## config.mk

```make
export PLATFORM = sky130hd
export DESIGN_NAME = updi_uart_tx
export DESIGN_NICKNAME = d
export VERILOG_FILES = /design/src/rtl/updi_uart_tx.sv
export SDC_FILE = /design/constraint.sdc
export NUM_CORES = 1
export LEC_CHECK = 0
export BUFFER_PORTS_ARGS = -buffer_cell sky130_fd_sc_hd__buf_2
export CAP_MARGIN = 10
export CORE_UTILIZATION = 55
export DETAILED_ROUTE_END_ITERATION = 8
export GPL_TIMING_DRIVEN = 0
export PLACE_DENSITY = 0.77
export SYNTH_ARGS = -nofsm -noshare
export SYNTH_HDL_FRONTEND = slang
export SYNTH_SLANG_ARGS = --single-unit
```

## constraint.sdc

```tcl
create_clock -name clk -period 4 [get_ports clk]
set_clock_uncertainty 0.05 [all_clocks]
set_input_delay 0.2 -clock clk [delete_from_list [all_inputs] [get_ports clk]]
set_output_delay 0.2 -clock clk [all_outputs]
set_load 0.005 [all_outputs]
```

## src/rtl/updi_uart_tx.sv

```systemverilog
// UPDI frame serialiser: start, 8 data bits LSB first, even parity, two stop bits.
// Owns the line mux so an active break from updi_double_break always wins the wire.
module updi_uart_tx #(
  parameter int BIT_CLK = 10
) (
  input  logic       clk,
  input  logic       rst,
  input  logic [7:0] data_in,
  input  logic       valid,
  output logic       ready,
  input  logic       brk_busy,
  input  logic       brk_line,
  output logic       tx,
  output logic       busy,
  output logic       done,
  output logic       abort
);

  localparam int CW = (BIT_CLK > 1) ? $clog2(BIT_CLK) : 1;
  localparam logic [CW-1:0] CNT_LAST = CW'(BIT_CLK - 1);

  typedef enum logic [2:0] {
    S_IDLE,
    S_START,
    S_DATA,
    S_PARITY,
    S_STOP
  } state_t;

  state_t        state_q, state_d;
  logic [CW-1:0] cnt_q, cnt_d;
  logic [2:0]    bit_q, bit_d;
  logic [7:0]    shift_q, shift_d;
  logic          par_q, par_d;
  logic          done_q, done_d;
  logic          abort_q, abort_d;
  logic          bit_end;
  logic          frame_lvl;

  // Handshake: a byte is taken on a rising edge where valid && ready.
  // ready is combinational and drops the moment a break claims the line.
  always_comb begin
    state_d   = state_q;
    cnt_d     = cnt_q;
    bit_d     = bit_q;
    shift_d   = shift_q;
    par_d     = par_q;
    done_d    = 1'b0;
    abort_d   = 1'b0;
    bit_end   = (cnt_q == CNT_LAST);
    ready     = (state_q == S_IDLE) && !brk_busy;
    frame_lvl = 1'b1;

    if (state_q != S_IDLE && brk_busy) begin
      state_d = S_IDLE;
      cnt_d   = '0;
      bit_d   = '0;
      abort_d = 1'b1;
    end else begin
      if (state_q != S_IDLE) begin
        cnt_d = bit_end ? '0 : cnt_q + 1'b1;
      end
      case (state_q)
        S_IDLE: begin
          if (valid && ready) begin
            shift_d = data_in;
            par_d   = ^data_in;
            state_d = S_START;
            cnt_d   = '0;
            bit_d   = '0;
          end
        end
        S_START: begin
          if (bit_end) state_d = S_DATA;
        end
        S_DATA: begin
          if (bit_end) begin
            if (bit_q == 3'd7) begin
              state_d = S_PARITY;
              bit_d   = '0;
            end else begin
              bit_d = bit_q + 3'd1;
            end
          end
        end
        S_PARITY: begin
          if (bit_end) begin
            state_d = S_STOP;
            bit_d   = '0;
          end
        end
        S_STOP: begin
          if (bit_end) begin
            if (bit_q == 3'd1) begin
              state_d = S_IDLE;
              bit_d   = '0;
              done_d  = 1'b1;
            end else begin
              bit_d = bit_q + 3'd1;
            end
          end
        end
        default: state_d = S_IDLE;
      endcase
    end

    case (state_q)
      S_START:  frame_lvl = 1'b0;
      S_DATA:   frame_lvl = shift_q[bit_q];
      S_PARITY: frame_lvl = par_q;
      default:  frame_lvl = 1'b1;
    endcase
  end

  always_ff @(posedge clk or posedge rst) begin
    if (rst) begin
      state_q <= S_IDLE;
      cnt_q   <= '0;
      bit_q   <= '0;
      shift_q <= '0;
      par_q   <= 1'b0;
      done_q  <= 1'b0;
      abort_q <= 1'b0;
    end else begin
      state_q <= state_d;
      cnt_q   <= cnt_d;
      bit_q   <= bit_d;
      shift_q <= shift_d;
      par_q   <= par_d;
      done_q  <= done_d;
      abort_q <= abort_d;
    end
  end

  assign tx    = brk_busy ? brk_line : frame_lvl;
  assign busy  = (state_q != S_IDLE);
  assign done  = done_q;
  assign abort = abort_q;

endmodule

```

* Yosys cells after proc, flatten, opt, wreduce, memory -nomap -nowiden
Index checks and enable logic that the tools add are counted.
** Word-level totals
- Logic and storage cells :: 67
- Input port bits :: 13
- Bits in registers :: 21
- Output and inout port bits :: 5
** Cells by class
- Reduce and logical (&&, ||, !) cells :: 11
- Muxes and demuxes :: 31
- $add $sub $neg :: 2
- Order comparisons :: 1
- Equality and inequality tests :: 14
- Bitwise operators :: 1
** Operator list (count)
- 3-bit two-way mux :: 15
- 4-bit two-way mux :: 5
- 3-bit inequality test (second input constant) :: 6
- 3-bit one-hot mux with 5 select lines :: 1
- 3-bit one-hot mux with 4 select lines :: 1
- 8-bit parity :: 1
- 1-bit two-way mux :: 7
- 7-bit AND reduction :: 1
- 3-bit by 1-bit == test with 1-bit output (second input constant) :: 2
- 3-bit by 2-bit == test with 1-bit output (second input constant) :: 2
- 3-bit == test (second input constant) :: 2
- 5-bit AND reduction :: 1
- 5-bit nonzero test :: 1
- 4-bit by 1-bit adder with 4-bit output (second input constant) :: 1
- 4-bit == test (second input constant) :: 1
- 3-bit by 4-bit less-than comparator with 1-bit output (second input constant) :: 1
- 3-bit by 1-bit adder with 3-bit output (second input constant) :: 1
- 1-bit binary-select mux with 3-bit select :: 1
- 1-bit logical AND :: 3
- 3-bit logical NOT :: 1
- 3-bit by 1-bit inequality test with 1-bit output (second input constant) :: 1
- 1-bit one-hot mux with 3 select lines :: 1
- 3-bit AND reduction :: 1
- 3-bit nonzero test :: 1
- other kinds (2) :: 2

* Longest topological paths before layout
Gate-level depths: netlist (run 1).
- Depth after elaboration :: 6
- Gate-level depth with buffers :: 8
- Mapped depth without buffers :: 7

* Worst setup path after synthesis (run 1)
No wires, ideal clock.
- Path kind :: flip-flop to flip-flop
- Start point :: reg cnt_q[1]
- End point :: reg state_q[0]
- Slack :: 2262 ps
- Arrival time :: 1611 ps
- Clock period less this slack :: 1738 ps
- Data required time :: 3874 ps
- Setup time :: 76 ps
- Buffers on the path :: 0
- Stages on the path, launching flop included :: 7
- Cells stage by stage :: dfrtp_1 -> inv_1 -> ha_1 -> nand3b_1 -> a31o_1 -> or4_1 -> o21ai_1
** Between the ends
- Word-level cells in the longest chain between the ends :: 3
- Elaborated cells between the ends (all ways) :: 6
- Those cells by class :: eq/ne: 5; reduce/logical: 1
** Ends and longest elaborated chain
- start: declaration :: RTL line 31 : logic [CW-1:0] cnt_q, cnt_d;
- start signal: assignment :: RTL line 126 : cnt_q <= cnt_d;
- 4-bit == test * :: RTL line 50 : bit_end = (cnt_q == CNT_LAST);
- 3-bit inequality test (no source line)
- 7-bit AND reduction (no source line) *
- end signal: assignment :: RTL line 125 : state_q <= state_d;
- end: declaration :: RTL line 30 : state_t state_q, state_d;
Mark *: on every way between the ends. The rest lies on a longest branch, timed or not.
A chain may end at the register's enable or synchronous reset.

* Final worst setup path (run 1)
- Start point :: reg bit_q[0]
- End point :: out tx
** Between the ends
- Word-level cells in the longest chain between the ends :: 4
** Ends and longest elaborated chain
- start: declaration :: RTL line 32 : logic [2:0] bit_q, bit_d;
- start signal: assignment :: RTL line 127 : bit_q <= bit_d;
- 1-bit binary-select mux with 3-bit select :: RTL line 109 : S_DATA: frame_lvl = shift_q[bit_q];
- 1-bit two-way mux (implied by the code) :: RTL line 109
- 1-bit one-hot mux with 3 select lines :: RTL line 107 : case (state_q)
- 1-bit two-way mux :: RTL line 135 : assign tx = brk_busy ? brk_line : frame_lvl;
- end: declaration :: RTL line 13 : output logic tx,
Every way passes these cells. The select of a mux whose other input is x is not followed.

==> flow_summary.ini, run 1 <==
[power_and_ir_drop]
switching_share_pct = 35.31
power.switching_mw = 0.2449
power_mw = 0.6936
p_per_area_mw_per_mm2 = 493.2
intPower_mw = 0.4487
p_leak_nw = 0.6544
power_frac_clock_pct = 14.7
vdd_drop_max_uv = 318.7
power_frac_comb_pct = 39.7
p_seq_share_pct = 45.6

[global_route]
grtUsageTotal_pct = 22.93
grt_max_degree = 22
grt-ovfl-total = 0
grt_pass1_wl_um = 4243
grt_pass1_vias = 950
antenna_found_initial = 0

[placed_design]
gp_congestion = 0.8800
place_inst = 167
hpwl_um = 1864
io_buffers = 17

[logic_synthesis]
synth.distinct_cells = 38
yosys.area_share.simple_pct = 16.70
ys_warn_count = 0
synthAdderAreaFrac_pct = 5.000
synthMuxAreaShare_pct = 14.20
synth_top_family_by_area = simple AND/OR/NAND/NOR gates
seq_area_frac_synth_pct = 42.00
synth-main-ff-cell = dfrtp_1
synth_edf_count = 0
syn_area_per_cell_um2 = 10.17
synth_nets = 141
yosys.area_share.xor_xnor_pct = 6.300
synth_compound_area_share_pct = 10.60
yosys_register_bits = 21
postSynthCellCount = 123
syn_area_mm2 = 0.001251
async_flop_share_pct = 100.0

[die]
die_w_um = 49.70
coreArea_mm2 = 0.002042
io-pin-count = 18
start_util_pct = 61.27
fp-row-count = 16
die-area_mm2 = 0.002470
die_h_um = 49.70

[final_layout]
fin_nets = 164
fin_cells = 172
area_growth_pct = 12.40
diodes = 0
drive_gt1_share_pct = 27.59
fin_util_pct = 68.87

[sta]
slew_viol_final = 0
period_share_pct = 53.14
fin_tns_setup_ns = 0
hold_viol = 0
timing.slew.headroom_pct = 47.71
setup_viol = 0
rsz0062_at_grt = no
layout_min_cycle_time_ns = 2.125
tightest_slew_ns = 0.7834
fmaxAchievable_ghz = 0.4705

[clock_tree]
clk_pin_slew_worst_paths_ns = 0.12
clock_path_buffers = 2
cts_inserted_buffers = 3
cts_sinks = 21
htree_levels = 1
cts_tree = yes
clk-insertion-delay-late_ns = 0.31
cts_root_buf = clkbuf_4

[setup_path]
worstSetupStartpointType = register
ff2ff_setup_slack_ns = 2.02
worstSetupEndpointType = primary output
path_max_fanout = 6
worstSetupPathType = reg2out
r2r_start = cnt_q[1]
cp.arrival_ns = 1.88
r2r_cells = 6
critical-path-max-stage-delay_ns = 0.55
cp.required_ns = 3.75
r2r-end = bit_q[0]
slowest_stage = mux4_2
path_cells = mux4_2 > mux2i_1 > a41oi_1 > buf_2

[detailed_routing]
topRoutingLayerUsed = met4
drc = 0
num_vias = 978
drt-total-wl_um = 2506
wl_met3_um = 149
dr_wl_met2_um = 1200
viasPerCell = 5.686
wl_per_cell_um = 14.57
detail_route.first_pass.iterations = 4
wl_met1_um = 1132
drtIter0Drc = 38
ant_nets = 0

[worst_hold_path]
hp-start = data_in[4]
hold-path-cell-count = 2
min_to = shift_q[4]
hold_path_class = in2reg

[run_status]
status = complete, no violations

[flow_run]
cap_violations = 0
==> what timing repair did <==
item,4_1_cts,5_1_grt
endpoints found under the hold margin,11,0
gates resized for setup,0,0
hold buffers,1,0
setup buffers,0,0
==> registers in the layout, indices dropped and copies added, names as in the netlist <==
| signal | flops |
|---|---|
| shift_q | 8 |
| cnt_q | 4 |
| bit_q | 3 |
| state_q | 3 |
| abort | 1 |
| done | 1 |
| par_q | 1 |
==> layer usage <==
layer  GRT usage (%)  vias up
met5               0        -
met4           6.667        0
met3           6.481        6
met2           36.94       42
met1           29.88      458
li1                -      472
==> stage by stage <==
stage                     setup slack, ns  instance area, um^2  hold slack [ns]
after detailed placement            2.047                 1370           0.3362
final                               1.875                 1406          0.09659
after global routing                1.802                 1406          0.08533
after floorplan                     2.262                 1251           0.1265
after CTS                           1.847                 1406          0.09097
after global placement              2.120                 1370           0.3293
==> cells in the mapped netlist (3+ instances only) <==
| library cell | instances | area share [%] |
|---|---|---|
| dfrtp_1 | 21 | 42 |
| nand2_1 | 13 | 3.9 |
| mux2_2 | 10 | 9.0 |
| xnor2_1 | 9 | 6.3 |
| inv_1 | 8 | 2.4 |
| o21ai_0 | 8 | 3.2 |
| nor2_1 | 7 | 2.1 |
| ha_1 | 5 | 5.0 |
| a21oi_1 | 3 | 1.2 |
| buf_4 | 3 | 1.8 |
| nand3_1 | 3 | 1.2 |
| nor3_1 | 3 | 1.2 |
==> placed cells by master (no fill, tap or decap), types with 2 or more instances in the layout <==
cell / instances
dfrtp_1: 21
buf_2: 17
nand2_1: 13
mux2_2: 10
xnor2_1: 9
inv_1: 8
o21ai_0: 8
nor2_1: 7
ha_1: 5
buf_4: 3
nor3_1: 3
a21oi_1: 3
nand3_1: 3
clkbuf_4: 3
clkbuf_1: 2
nand2b_1: 2
mux2i_1: 2
o21ai_1: 2
mux4_2: 2
==> critical path: cells and delay by family, from the launching register on <==
family / cells / cell delay (ns)
AO/OA/AOI/OAI: 1 / 0.15
multiplexers: 2 / 0.74
buffers and inverters: 1 / 0.15
flip-flops: 1 / 0.52
==> power groups by stage <==
stage               combinational (mW)  clock [mW]  sequential (mW)
CTS                              0.274       0.106            0.316
global route                     0.303       0.112            0.323
global placement                 0.255           0            0.315
finish                           0.275       0.102            0.316
detailed placement               0.273           0            0.319
floorplan                        0.209           0            0.307
==> cells by family (layout without fill, tap and decap cells) <==
logic type | Yosys count | after routing
compound gates | 21 | 21
mux | 14 | 14
xor+xnor | 9 | 9
fa+ha+maj | 5 | 5
flops | 21 | 21
simple gates | 40 | 40
buf+inv | 13 | 35
==> worst max path at each step <==
stage	start	to	slack (ns)	cells after the start
final	bit_q[0]	tx	1.87	4
after detailed placement	cnt_q[1]	bit_q[0]	2.05	6
after CTS	bit_q[0]	tx	1.85	4
after floorplan	cnt_q[1]	state_q[0]	2.26	6
after global routing	bit_q[0]	tx	1.80	4
after global placement	cnt_q[1]	bit_q[0]	2.12	6
==> area by class of cell <==
class | instances | area (um^2)
multi-input cells | 89 | 660.6
clock buffers | 4 | 26.28
plain buffers | 4 | 26.28
flip-flops and latches | 21 | 525.5
well taps | 27 | 33.78
fillers | 169 | 635.6
inverters | 9 | 38.79
repair buffers | 18 | 95.09
No activity file was read; power rests on OpenSTA's default activity.
==> run 2, diff against run 1 <==
==> constraint.sdc (replaced) <==
create_clock -name clk -period 2 [get_ports clk]
set_clock_uncertainty 0.05 [all_clocks]
set_input_delay 0.1 -clock clk [delete_from_list [all_inputs] [get_ports clk]]
set_output_delay 0.1 -clock clk [all_outputs]
set_load 0.005 [all_outputs]
==> flow_summary.ini, run 2 (synthesis results as in run 1) <==
[setup_path]
critical-path-max-stage-delay_ns = 0.52
critPathBufInv = 1
worstSetupPathType = reg2out
cpLargestDelayFamily = multiplexers
cp.arrival_ns = 1.78
slowest_stage = mux4_2
path_max_fanout = 4
cp.required_ns = 1.85
cp.depth = 4
worstSetupStartpointType = register
r2r_cells = 6
cp-startpoint = bit_q[0]
worstSetupEndpointType = primary output
r2r_start = cnt_q[1]
path_cells = mux4_2 > mux2i_1 > a41oi_1 > buf_2

[sta]
hold_viol = 0
timing.slew.headroom_pct = 47.24
hold_ws_ns = 0.009714
fin_tns_setup_ns = 0
setup_viol = 0
slew_viol_final = 0
tightest_slew_ns = 0.7905
fmaxAchievable_ghz = 0.5184
layout_min_cycle_time_ns = 1.929
period_share_pct = 96.44

[detailed_routing]
drt-total-wl_um = 2739
num_vias = 1010
drtIter0Drc = 46
detail_route.first_pass.iterations = 4
wl_per_cell_um = 15.30
drc = 0
ant_nets = 0
viasPerCell = 5.642

[final_layout]
regMostFlops = shift_q
reg_top3 = shift_q (8), cnt_q (4)
largest_register_ffs = 8
layout_commonest_cell = dfrtp_1
diodes = 0
drive_gt1_share_pct = 28.29
area_growth_pct = 18.40
final_cell_mix = dfrtp_1, buf_2, nand2_1, mux2_2, xnor2_1
fin_cells = 179
fin_nets = 171

[die]
coreArea_mm2 = 0.002042
die_w_um = 49.70
start_util_pct = 61.27
die_h_um = 49.70
io-pin-count = 18
fp-row-count = 16
die-area_mm2 = 0.002470

[power_and_ir_drop]
p_leak_nw = 0.6840
power_frac_comb_pct = 40.4
power.switching_mw = 0.5028
power_frac_clock_pct = 14.7
switching_share_pct = 35.65
p_per_area_mw_per_mm2 = 951.9
intPower_mw = 0.9074
vdd_drop_max_uv = 620.9
p_seq_share_pct = 44.9

[clock_tree]
clk_pin_slew_worst_paths_ns = 0.12
cts_root_buf = clkbuf_4
clock_path_buffers = 2
clk-insertion-delay-late_ns = 0.31
cts_inserted_buffers = 3
htree_levels = 1
cts_tree = yes
cts_sinks = 21

[global_route]
grt_pass1_wl_um = 4381
grt-ovfl-total = 0
antenna_found_initial = 0
grtUsageTotal_pct = 23.65
grt_max_degree = 22
grt_pass1_vias = 980

[worst_hold_path]
hp-start = data_in[3]
hold-path-cell-count = 2
hold_path_class = in2reg

[placed_design]
hpwl_um = 1864
gp_congestion = 0.8800
place_inst = 167
io_buffers = 17

[run_status]
status = complete, no violations

[flow_run]
cap_violations = 0
run 2: cell types whose count changed in the layout (fill, tap and decap cells not counted), sizes merged:
cell,previous run,this run
dlygate4sd3,1,7
buf,20,21
run 2: per-stage QoR:
| stage | util [%] | cell area, um^2 | power [mW] | setup slack, ns |
|---|---|---|---|---|
| 2_1_floorplan | - | 1251 | 1.031 | 0.2622 |
| 3_3_place_gp | 67.10 | 1370 | 1.140 | 0.1197 |
| 3_5_place_dp | 67.10 | 1370 | 1.182 | 0.04685 |
| 4_1_cts | 70.89 | 1448 | 1.400 | 0.01332 |
| 5_1_grt | 72.55 | 1481 | 1.494 | -0.01021 |
| 6_report | 72.55 | 1481 | 1.410 | 0.07111 |
run 2: final timing paths:
path	endpoint	slack, ns
max	tx	0.07
min	shift_q[3]	0.01
max reg2reg	state_q[0]	0.08
min reg2reg	shift_q[2]	0.47
max in group asynchronous	bit_q[0]	0.95
min in group asynchronous	shift_q[7]	0.41
run 2: per-layer routing:
layer / up-vias / track usage (%) / wire length (um)
met5: - / 0 / 0
met4: 0 / 6.667 / 21
met3: 4 / 6.481 / 132
met2: 35 / 38.74 / 1375
met1: 484 / 30.48 / 1210
li1: 487 / - / -
run 2: power by group through the flow:
stage	registers (mW)	clock network [mW]	logic, mW
finish	0.634	0.207	0.569
global route	0.646	0.225	0.623
CTS	0.632	0.213	0.555
detailed placement	0.637	0	0.545
global placement	0.629	0	0.511
floorplan	0.614	0	0.418
run 2: final cells by class:
| type | count | area [um^2] |
|---|---|---|
| clock buffers | 4 | 26.28 |
| well taps | 27 | 33.78 |
| flip-flops and latches | 21 | 526.8 |
| plain buffers | 4 | 26.28 |
| fillers | 162 | 560.5 |
| inverters | 9 | 38.79 |
| multi-input cells | 89 | 666.9 |
| repair buffers | 25 | 162.7 |
run 2: worst reg2reg max path, stage by stage (launching register included):
cell,delay [ns]
dfrtp_1,0.42
inv_1,0.07
ha_1,0.16
nand3b_1,0.19
a31o_1,0.33
or4_1,0.52
o21ai_1,0.13
run 2: repair_timing:
action	in CTS	in global routing
pin swaps	0	0
resized for setup	1	1
setup endpoints to repair	1	3
setup buffers	0	1
endpoints found under the hold margin	25	2
hold buffers	5	2
